==> config.mk <==
export PLATFORM = sky130hd
export DESIGN_NAME = pipe_skid_stage
export DESIGN_NICKNAME = d
export VERILOG_FILES = /design/src/rtl/pipe_pkg.sv /design/src/rtl/pipe_sat_counter.sv /design/src/rtl/pipe_skid_stage.sv
export SDC_FILE = /design/constraint.sdc
export NUM_CORES = 1
export LEC_CHECK = 0
export ABC_AREA = 1
export CAP_MARGIN = 40
export CORE_ASPECT_RATIO = 1.2
export CORE_UTILIZATION = 35
export CTS_CLUSTER_SIZE = 28
export DETAILED_ROUTE_END_ITERATION = 10
export PLACE_DENSITY = 0.68
export SYNTH_ARGS = -nofsm -noshare
export SYNTH_HDL_FRONTEND = slang
export SYNTH_SLANG_ARGS = --single-unit
==> constraint.sdc <==
create_clock -name clk -period 7.62 [get_ports clk]
set_input_delay 1.143 -clock clk [delete_from_list [all_inputs] [get_ports clk]]
set_output_delay 1.143 -clock clk [all_outputs]
set_load 0.01 [all_outputs]
==> src/rtl/pipe_pkg.sv <==
`default_nettype none
// ============================================================================
// Module      : pipe_pkg
// Description : Shared types and constants for the generic pipeline stage
//               register with skid buffer.
// Revision    : 1.0 - initial release
// ============================================================================
package pipe_pkg;

  // Number of entries held: 0 (empty), 1 (main), 2 (main + skid)
  typedef enum logic [1:0] {
    PS_EMPTY = 2'd0,
    PS_ONE   = 2'd1,
    PS_FULL  = 2'd2
  } pipe_state_e;

  localparam int OCC_W = 2;

endpackage : pipe_pkg
`default_nettype wire

==> src/rtl/pipe_sat_counter.sv <==
`default_nettype none
// ============================================================================
// Module      : pipe_sat_counter
// Description : Saturating up-counter with asynchronous active-high reset.
//               Sticks at all-ones once reached; cleared only by rst.
// Revision    : 1.0 - initial release
// ============================================================================
module pipe_sat_counter #(
  parameter int CNT_W = 32
) (
  input  logic             clk,
  input  logic             rst,
  input  logic             inc,
  output logic [CNT_W-1:0] q
);

  logic [CNT_W-1:0] r_cnt;

  // Count up on inc, holding at all-ones instead of wrapping
  always_ff @(posedge clk or posedge rst) begin
    if (rst) begin
      r_cnt <= '0;
    end else if (inc && (r_cnt != {CNT_W{1'b1}})) begin
      r_cnt <= r_cnt + 1'b1;
    end
  end

  assign q = r_cnt;

endmodule : pipe_sat_counter
`default_nettype wire

==> src/rtl/pipe_skid_stage.sv <==
`default_nettype none
// ============================================================================
// Module      : pipe_skid_stage
// Description : Parametrised pipeline stage register with valid/ready
//               handshake and a 2-entry skid buffer. in_ready is decoded
//               from the state register only, so ready never forms a
//               combinational path across stages. Output data always comes
//               from the main register; the skid register catches the one
//               beat accepted while the consumer is stalling.
//               Optional performance counters are enabled by defining the
//               macro PIPE_SKID_PERF_CNT_EN; otherwise stall_cnt and
//               bubble_cnt are tied to zero.
// Revision    : 1.0 - initial release
// ============================================================================
module pipe_skid_stage
  import pipe_pkg::*;
#(
  parameter int WIDTH = 64,
  parameter int CNT_W = 32
) (
  input  logic             clk,
  input  logic             rst,
  input  logic             flush,
  input  logic             in_valid,
  output logic             in_ready,
  input  logic [WIDTH-1:0] in_data,
  output logic             out_valid,
  input  logic             out_ready,
  output logic [WIDTH-1:0] out_data,
  output logic [OCC_W-1:0] occupancy,
  output logic [CNT_W-1:0] stall_cnt,
  output logic [CNT_W-1:0] bubble_cnt
);

  pipe_state_e      r_state;
  logic [WIDTH-1:0] r_main;
  logic [WIDTH-1:0] r_skid;

  logic             w_in_fire;
  logic             w_out_fire;

  assign out_valid  = (r_state != PS_EMPTY);
  assign in_ready   = (r_state != PS_FULL);
  assign out_data   = r_main;

  assign w_in_fire  = in_valid & in_ready;
  assign w_out_fire = out_valid & out_ready;

  // Decode entry count from the state register
  always_comb begin
    occupancy = '0;
    case (r_state)
      PS_EMPTY: occupancy = OCC_W'(0);
      PS_ONE:   occupancy = OCC_W'(1);
      PS_FULL:  occupancy = OCC_W'(2);
      default:  occupancy = '0;
    endcase
  end

  // Stage FSM and data registers; flush squashes everything including
  // a same-cycle input beat, and data registers load only on real moves
  always_ff @(posedge clk or posedge rst) begin
    if (rst) begin
      r_state <= PS_EMPTY;
      r_main  <= '0;
      r_skid  <= '0;
    end else if (flush) begin
      r_state <= PS_EMPTY;
    end else begin
      case (r_state)
        PS_EMPTY: begin
          if (w_in_fire) begin
            r_main  <= in_data;
            r_state <= PS_ONE;
          end
        end
        PS_ONE: begin
          if (w_in_fire && w_out_fire) begin
            r_main <= in_data;
          end else if (w_in_fire) begin
            r_skid  <= in_data;
            r_state <= PS_FULL;
          end else if (w_out_fire) begin
            r_state <= PS_EMPTY;
          end
        end
        PS_FULL: begin
          // in_ready is low here, so only the drain path exists
          if (w_out_fire) begin
            r_main  <= r_skid;
            r_state <= PS_ONE;
          end
        end
        default: begin
          r_state <= PS_EMPTY;
        end
      endcase
    end
  end

`ifdef PIPE_SKID_PERF_CNT_EN
  logic w_stall_inc;
  logic w_bubble_inc;

  assign w_stall_inc  = out_valid & ~out_ready & ~flush;
  assign w_bubble_inc = ~out_valid;

  pipe_sat_counter #(
    .CNT_W (CNT_W)
  ) u_stall_cnt (
    .clk (clk),
    .rst (rst),
    .inc (w_stall_inc),
    .q   (stall_cnt)
  );

  pipe_sat_counter #(
    .CNT_W (CNT_W)
  ) u_bubble_cnt (
    .clk (clk),
    .rst (rst),
    .inc (w_bubble_inc),
    .q   (bubble_cnt)
  );
`else
  assign stall_cnt  = '0;
  assign bubble_cnt = '0;
`endif

endmodule : pipe_skid_stage
`default_nettype wire

**Yosys cells after proc, flatten, opt, wreduce, memory -nomap -nowiden**

Cells that the tools add are included.

- Equal/unequal tests: 10
- Muxes and demuxes: 12
- Bitwise logic cells: 4
- Reductions and logical operators: 7

Operators with widths:

| operator | count |
|---|---|
| 64-bit 2-to-1 mux | 3 |
| 64-bit one-hot mux with 3 select lines | 1 |
| 2-bit 2-to-1 mux | 6 |
| 3-bit != test, second input constant | 3 |
| 2-bit != test, second input constant | 4 |
| 4-bit AND reduction | 2 |
| 2-bit one-hot mux with 3 select lines | 1 |
| 5-bit AND reduction | 1 |
| 4-bit != test, second input constant | 1 |
| 2-bit one-hot mux with 2 select lines | 1 |
| 3-bit nonzero test | 1 |
| 1-bit AND | 2 |
| 2-bit by 1-bit equality test with 1-bit output, second input constant | 1 |
| 2-bit equality test, second input constant | 1 |
| 2-bit logical NOT | 1 |
| 1-bit NOT | 2 |
| 2-bit nonzero test | 1 |
| 1-bit logical AND | 1 |

- Bits in registers: 130
- Bits of input ports: 69
- Output and inout bits: 132

**Depth between registers and ports, before layout**

- Depth in word-level cells: 7
- Depth in mapped cells: 8

**Least setup slack after synthesis**

No wires, ideal clock.

- Path kind: register to output
- From: reg r_state[0]
- To: out occupancy[1]
- Data arrival time: 917 ps
- Required time: 6477 ps
- Setup slack: 5560 ps
- Stages on the path, launching flop included: 4
- Cell sequence: dfrtp_1 -> nor2_4 -> buf_4 -> buf_2

- Cells in the longest elaborated chain, start to end: 2

Ends and longest elaborated chain:

| item | line | text |
|---|---|---|
| start, declared | pipe_skid_stage.sv:35 | `pipe_state_e r_state;` |
| start signal, assigned | pipe_skid_stage.sv:64 | `r_state <= PS_EMPTY;` |
| start signal, assigned | pipe_skid_stage.sv:68 | `r_state <= PS_EMPTY;` |
| start signal, assigned | pipe_skid_stage.sv:74 | `r_state <= PS_ONE;` |
| 2-bit equality test or 2-bit by 1-bit equality test with 1-bit output (tied branches) | pipe_skid_stage.sv:52 | `case (r_state)` |
| 2-bit one-hot mux with 2 select lines * | pipe_skid_stage.sv:52 |  |
| end, declared | pipe_skid_stage.sv:30 | `output logic [OCC_W-1:0] occupancy,` |

Every way passes the cells marked *; elsewhere a longest branch is shown, timed or not.

**Worst setup path after layout**

- From: in in_valid
- To: reg r_main[12] (netlist: out_data[12])

- Cells in the longest elaborated chain, start to end: 4

Ends and longest elaborated chain:

| item | line | text |
|---|---|---|
| start, declared | pipe_skid_stage.sv:24 | `input logic in_valid,` |
| 1-bit AND * | pipe_skid_stage.sv:46 | `assign w_in_fire = in_valid & in_ready;` |
| 1-bit logical AND | pipe_skid_stage.sv:78 | `if (w_in_fire && w_out_fire) begin` |
| 2-bit != test (no line) | n/a |  |
| 5-bit AND reduction (no line) * | n/a |  |
| end signal, assigned | pipe_skid_stage.sv:73 | `r_main <= in_data;` |
| end signal, assigned | pipe_skid_stage.sv:79 | `r_main <= in_data;` |
| end signal, assigned | pipe_skid_stage.sv:90 | `r_main <= r_skid;` |
| end, declared | pipe_skid_stage.sv:36 | `logic [WIDTH-1:0] r_main;` |

Marks and branches as above.
A chain may end at the register's enable or synchronous reset.

==> insert_results.sql <==
INSERT INTO impl_metrics (metric_group, metric, value, unit) VALUES
('sta', 'finalSetupViolCount', '0', ''),
('sta', 'maximum_achievable_frequency', '299', 'MHz'),
('power_and_ir_drop', 'pwr_density', '284', 'nW/µm²'),
('worst_hold_path', 'hold_start', 'out_data[17]$_DFFE_PP0P_', ''),
('synthesis', 'synth_common_cells', 'sky130_fd_sc_hd__nand2_1, sky130_fd_sc_hd__dfrtp_1, sky130_fd_sc_hd__buf_4', ''),
('synthesis', 'ys_seq_area_share', '49.5', '%'),
('sta', 'worst_slew_pin_slew', '0.818', 'ns'),
('clocking', 'clk_root_buffer_cell', 'sky130_fd_sc_hd__clkbuf_16', ''),
('finish', 'nets', '964', ''),
('detailed_routing', 'detail_route.vias_per_cell', '4.39', ''),
('detailed_routing', 'firstDrtPassIters', '4', ''),
('clocking', 'clock_insertion_delay_worst_skew', '0.41', 'ns'),
('detailed_routing', 'wire_per_inst', '12.5', 'µm'),
('global_route', 'first_global_vias', '4942', ''),
('global_route', 'antenna_found_initial', '1', ''),
('synthesis', 'post-synth-top-area-cell', 'sky130_fd_sc_hd__dfrtp_1', ''),
('sta', 'rsz0062_at_grt', 'no', ''),
('detailed_routing', 'antenna_violating_nets_post_route', '0', ''),
('critical_path', 'cp_slowest_cell', 'sky130_fd_sc_hd__buf_4', ''),
('detailed_routing', 'drt-total-wl', '14500', 'µm'),
('synthesis', 'syn-mean-instance-area', '8.42', 'µm²'),
('detailed_routing', 'drt_iter0_markers', '250', ''),
('critical_path', 'timing.reg2reg.setup_slack', '5.07', 'ns'),
('run', 'max_cap_viol_count', '0', ''),
('clocking', 'cts_tree', 'done', ''),
('global_route', 'gr-usage-all-layers', '16.1', '%'),
('clocking', 'post_cts_resize_count', '0', ''),
('floorplan', 'die_w', '127', 'µm'),
('clocking', 'tritoncts_num_sinks', '130', ''),
('synthesis', 'synth_area_leaders', 'sky130_fd_sc_hd__dfrtp_1, sky130_fd_sc_hd__nand2_1, sky130_fd_sc_hd__buf_4', ''),
('placed_design', 'place_congestion', '0.740', ''),
('synthesis', 'synth_async_sr_flop_share', '100', '%'),
('critical_path', 'worstSetupPathType', 'primary input to register', ''),
('sta', 'setup-tns-final', '0', 'ns'),
('finish', 'fillers', '1821', ''),
('detailed_routing', 'drc', '0', ''),
('critical_path', 'crit_chain', 'clkdlybuf4s50_1, inv_1, o21ai_4, buf_4, nand2_2, buf_4, nand2_1, nand2_1', ''),
('synthesis', 'postSynthRegisterBits', '130', ''),
('global_route', 'grt.overflow.total', '0', ''),
('floorplan', 'fp.dieArea', '19300', 'µm²'),
('critical_path', 'cp-end-kind', 'register', ''),
('clocking', 'clk_pin_slew', '0.05', 'ns'),
('clocking', 'cts_hold_repair.buffers', '0', ''),
('critical_path', 'worstReg2RegEnd', 'out_data[12]$_DFFE_PP0P_', ''),
('clocking', 'cts-buffers-inserted', '17', ''),
('finish', 'syn_to_final_growth', '26.5', '%'),
('sta', 'clock_skew', '0.00650', 'ns'),
('placed_design', 'dp.final_hpwl', '9220', 'µm'),
('power_and_ir_drop', 'max-vdd-ir-drop', '0.134', 'mV'),
('sta', 'final.min_clock_period', '3.34', 'ns'),
('synthesis', 'post_synthesis_instance_total', '780', ''),
('clocking', 'htreeDepth', '4', ''),
('synthesis', 'synth-edff-count', '0', ''),
('global_route', 'grt_max_degree', '97', ''),
('clocking', 'cts_post_setup_buffers_inserted', '0', ''),
('detailed_routing', 'total_number_of_vias', '5090', ''),
('sta', 'fin_crit_sh', '43.9', '%'),
('status', 'outcome', 'complete, no violations', ''),
('finish', 'final_instance_area', '8310', 'µm²'),
('critical_path', 'crit_fanout', '65', ''),
('sta', 'hold_viol', '0', ''),
('placed_design', 'portBuffers', '136', ''),
('synthesis', 'synthMostInstantiatedCell', 'sky130_fd_sc_hd__nand2_1', ''),
('synthesis', 'ys.flop_type', 'sky130_fd_sc_hd__dfrtp_1', ''),
('critical_path', 'critical_path_arrival', '3.64', 'ns'),
('worst_hold_path', 'hp-class', 'register to register', ''),
('clocking', 'maximum_root_to_sink_buffer_count', '2', ''),
('floorplan', 'boundaryPins', '201', ''),
('floorplan', 'initial_cell_density_of_the_core', '35.9', '%'),
('critical_path', 'critical_path_s_largest_stage_delay', '0.62', 'ns'),
('synthesis', 'yosysTopAreaCellShare', '49.5', '%');
## cell usage in the layout, fill, tap and decap left out, drive strengths merged
cell | synthesis | layout
nand3 | 67 | 67
bufinv | 0 | 3
inv | 72 | 72
nand4 | 2 | 2
buf | 108 | 9
clkbuf | 4 | 27
a21oi | 1 | 1
nor2 | 1 | 1
o21ai | 130 | 130
conb | 1 | 64
nand2 | 264 | 264
dfrtp | 130 | 130
clkinv | 0 | 1
clkdlybuf4s50 | 0 | 136
## critical path: cells and delay by family
kind                   cells  cell delay [ns]
AND/OR/NAND/NOR            3             0.64
buffers and inverters      4             1.68
AO/OA/AOI/OAI              1             0.12
## metal layers
| metal | up-vias | wire (µm) | track usage, % |
|---|---|---|---|
| met3 | 14 | 664 | 3.24 |
| met1 | 2364 | 6520 | 20.1 |
| met5 | - | 17 | 0 |
| met4 | 2 | 221 | 6.58 |
| met2 | 153 | 7050 | 27.1 |
| li1 | 2557 | - | - |
## area by class of cell
cell class	instances	area [µm²]	share of cell area, %
flip-flops and latches	130	3250	39.1
well taps	252	315	3.79
inverters	72	275	3.31
clock buffers	27	513	6.17
multi-input cells	529	2400	28.8
clock inverters	4	95.1	1.14
repair buffers	145	1460	17.6
## worst max-delay path by stage
stage	start	endpoint	cells past startpoint
after floorplan	rst	out_data[0]$_DFFE_PP0P_	1
after global placement	in_valid	out_data[30]$_DFFE_PP0P_	8
after detailed placement	in_valid	out_data[31]$_DFFE_PP0P_	8
after CTS	in_valid	out_data[22]$_DFFE_PP0P_	8
after global routing	in_valid	out_data[1]$_DFFE_PP0P_	8
final	in_valid	out_data[12]$_DFFE_PP0P_	8
## registers in the layout, indices dropped and copies added, names as in the netlist
register  count
r_skid       64
r_state       2
out_data     64
## through the flow
stage               utilization [%]  hold slack (ns)  cells  total power (W)
floorplan                         -            0.453    843          0.00132
finish                         45.4            0.470   1159          0.00236
global route                   45.4            0.492   1159          0.00251
detailed placement             42.1            0.457   1128          0.00154
global placement               41.8            0.456   1126          0.00152
CTS                            45.4            0.472   1159          0.00240
## power breakdown
part	internal, W	switching (W)	total, W	leakage, nW
Sequential	0.000885	0.000111	0.000996	1.63
Clock	0.000557	0.000281	0.000838	0.298
Combinational	0.000268	0.000261	0.000529	2.15
Total	0.00171	0.000653	0.00236	4.08
## cells by family (layout without fill, tap and decap cells)
kind of cell,after synthesis,count (layout),synth area share (%)
compound gates,131,131,11.7
flops,130,130,49.5
buf+inv,184,248,18.0
simple gates,334,334,20.7
other cells,1,64,0.0571
No activity file was read; power rests on OpenSTA's default activity.
==> edit: new RTL, config.mk and constraints unchanged <==
Re-encode `pipe_state_e` (3 states) as one-hot, 3 bits wide.
--- a/src/rtl/pipe_pkg.sv
+++ b/src/rtl/pipe_pkg.sv
@@ -9,8 +9,8 @@
 
   // Number of entries held: 0 (empty), 1 (main), 2 (main + skid)
-  typedef enum logic [1:0] {
-    PS_EMPTY = 2'd0,
-    PS_ONE   = 2'd1,
-    PS_FULL  = 2'd2
+  typedef enum logic [2:0] {
+    PS_EMPTY = 3'b001,
+    PS_ONE   = 3'b010,
+    PS_FULL  = 3'b100
   } pipe_state_e;
 
Check against the original RTL: same outputs for any inputs over 4 cycles, from zero or initial values and one cycle with rst high; so few cycles prove little.
==> edit against the original RTL <==
- the flow now finishes with violations (DRC)
- sequential cell count up 1
- final area down 2.1%
- synthesized cell count up 2.4%
- die area down 2.3%
- setup slack worse by 73 ps
- critical path depth down 4
- via count down 0.71%
- clock skew up 0.53 ps
- fmax down 2.1%
- routed wire length down 3.6%
- synthesized area down 2.4%
- final cell count down 1.4%
- critical path type is now flop to primary output
Power is not compared: it rests on default switching activity, and its combinational part moved more than twofold at a synthesized area within 25%.
==> edit: results (changes against the original RTL) <==
Synthesis:
- The share of synthesized area occupied by flip-flops and latches is 51.12% (+1.6 points).
- Yosys attributes the largest share of cell area to sky130_fd_sc_hd__dfrtp_1, sky130_fd_sc_hd__nand2_1, sky130_fd_sc_hd__o21ai_0, sky130_fd_sc_hd__buf_4, sky130_fd_sc_hd__inv_1.
- The commonest cells after synthesis are sky130_fd_sc_hd__nand2_1, sky130_fd_sc_hd__o21ai_0, sky130_fd_sc_hd__dfrtp_1.
- The dominant synthesized flop cell is sky130_fd_sc_hd__dfrtp_1.
- The count of different cell masters after synthesis is 25 (+6).

Status:
- The final reports fail on DRC.
- The run finished, with violations left.

Routing:
- The starting DRC count in detailed routing is 259 (+3.6%).
- The DRC violations left is 12 (+12).
- The length of the first detailed-routing pass in iterations is 10 (+6).

Clocking:
- In this run the clock root is driven by a sky130_fd_sc_hd__clkbuf_16.
- The clock reaches the later pin of the worst-skew pair after 400 ps.

Placement:
- The weighted congestion at the end of routability-driven global placement is 0.8107 (+9.6%).
- The sum of net half-perimeters after detailed placement is 9246 um (+0.29%).
- The worst slack after detailed placement is 4078 ps (+281.8 ps).

Setup path:
- The arrival time at the worst endpoint came to 2270 ps (-1370 ps).
- The slowest stage cell on the critical path is sky130_fd_sc_hd__clkdlybuf4s50_1.
- The logic depth of the worst register-to-register path is 9 (+1).
- The worst setup path startpoint is r_state[0].
- In this run the critical register-to-register path is launched from r_state[1].
- The biggest cell delay along the critical path is 640 ps (+20 ps).
- The largest fanout on the critical path came to 63 (-3.1%).
- In this run the critical register-to-register path is captured at out_data[63].

Final layout:
- The fraction of final layout cells with drive strength greater than 1 is 4.875% (-3.3 points).
- The net count reported at finish is 981 (+1.8%).
- The filler cell count came to 1757 (-3.5%).

GRT:
- The global-route usage over all layers came to 15.15% (-0.96 points).
- The number of global-route vias before repair is 4499 (-9.0%).
- The wire length of the first global-routing pass was 22340 um (-9.3%).
- The number of antenna violations at the first check in global routing is 0 (-1).
- The largest net degree at the start of global routing is 87 (-10%).

Min path:
- The startpoint identified for the worst hold timing path is r_skid[63].
- The number of cells traversed by the worst hold path came to 2 (unchanged).
- The worst hold path endpoint is r_skid[63].

Timing:
- The clock skew is 7.027 ps (+0.5307 ps).
- The worst hold margin is 480.6 ps (+10.72 ps).
- The actual slew at the worst max-slew pin is 799.4 ps (-18.99 ps).
edit: routing by layer:
layer,up-vias,track usage [%],routed length (um)
li1,2610,-,-
met1,2304,17.73,6116
met2,134,26.69,7176
met3,6,2.950,524
met4,0,7.317,135
met5,-,0,0
edit: tightest hold or removal path: stages (launching register included):
cell and delay [ps]:
sky130_fd_sc_hd__dfrtp_1 340, sky130_fd_sc_hd__nand2_1 50, sky130_fd_sc_hd__o21ai_0 60
edit: area by class of cell:
type                       count  share of cell area, %
sequential                   131                  40.30
multi-input combinational    545                  28.96
timing repair buffer         143                  17.68
clock buffer                  24                  5.797
inverter                      74                  3.475
tap                          220                  3.383
clock inverter                 6                 0.3998
edit: worst max path at each step:
stage	cells past startpoint	slack [ps]	to
2_1_floorplan	1	2980	out_data[0]
3_3_place_gp	7	3890	out_data[2]
3_5_place_dp	8	4080	out_data[14]
4_1_cts	4	4180	in_ready
5_1_grt	4	4080	in_ready
6_report	4	4200	in_ready
edit: logic make-up (layout without fill, tap and decap cells):
| family | count (synthesis) | count (layout) | synth area share (%) |
|---|---|---|---|
| buf+inv | 186 | 247 | 15.92 |
| flops | 131 | 131 | 51.12 |
| other cells | 1 | 64 | 0.05846 |
| simple gates | 287 | 287 | 17.73 |
| compound gates | 194 | 194 | 15.17 |
edit: metrics by stage:
| stage | instances | instance area, um^2 |
|---|---|---|
| finish | 1143 | 8137 |
| global route | 1143 | 8137 |
| CTS | 1143 | 8137 |
| detailed placement | 1113 | 7632 |
| global placement | 1111 | 7592 |
| floorplan | 862 | 6651 |
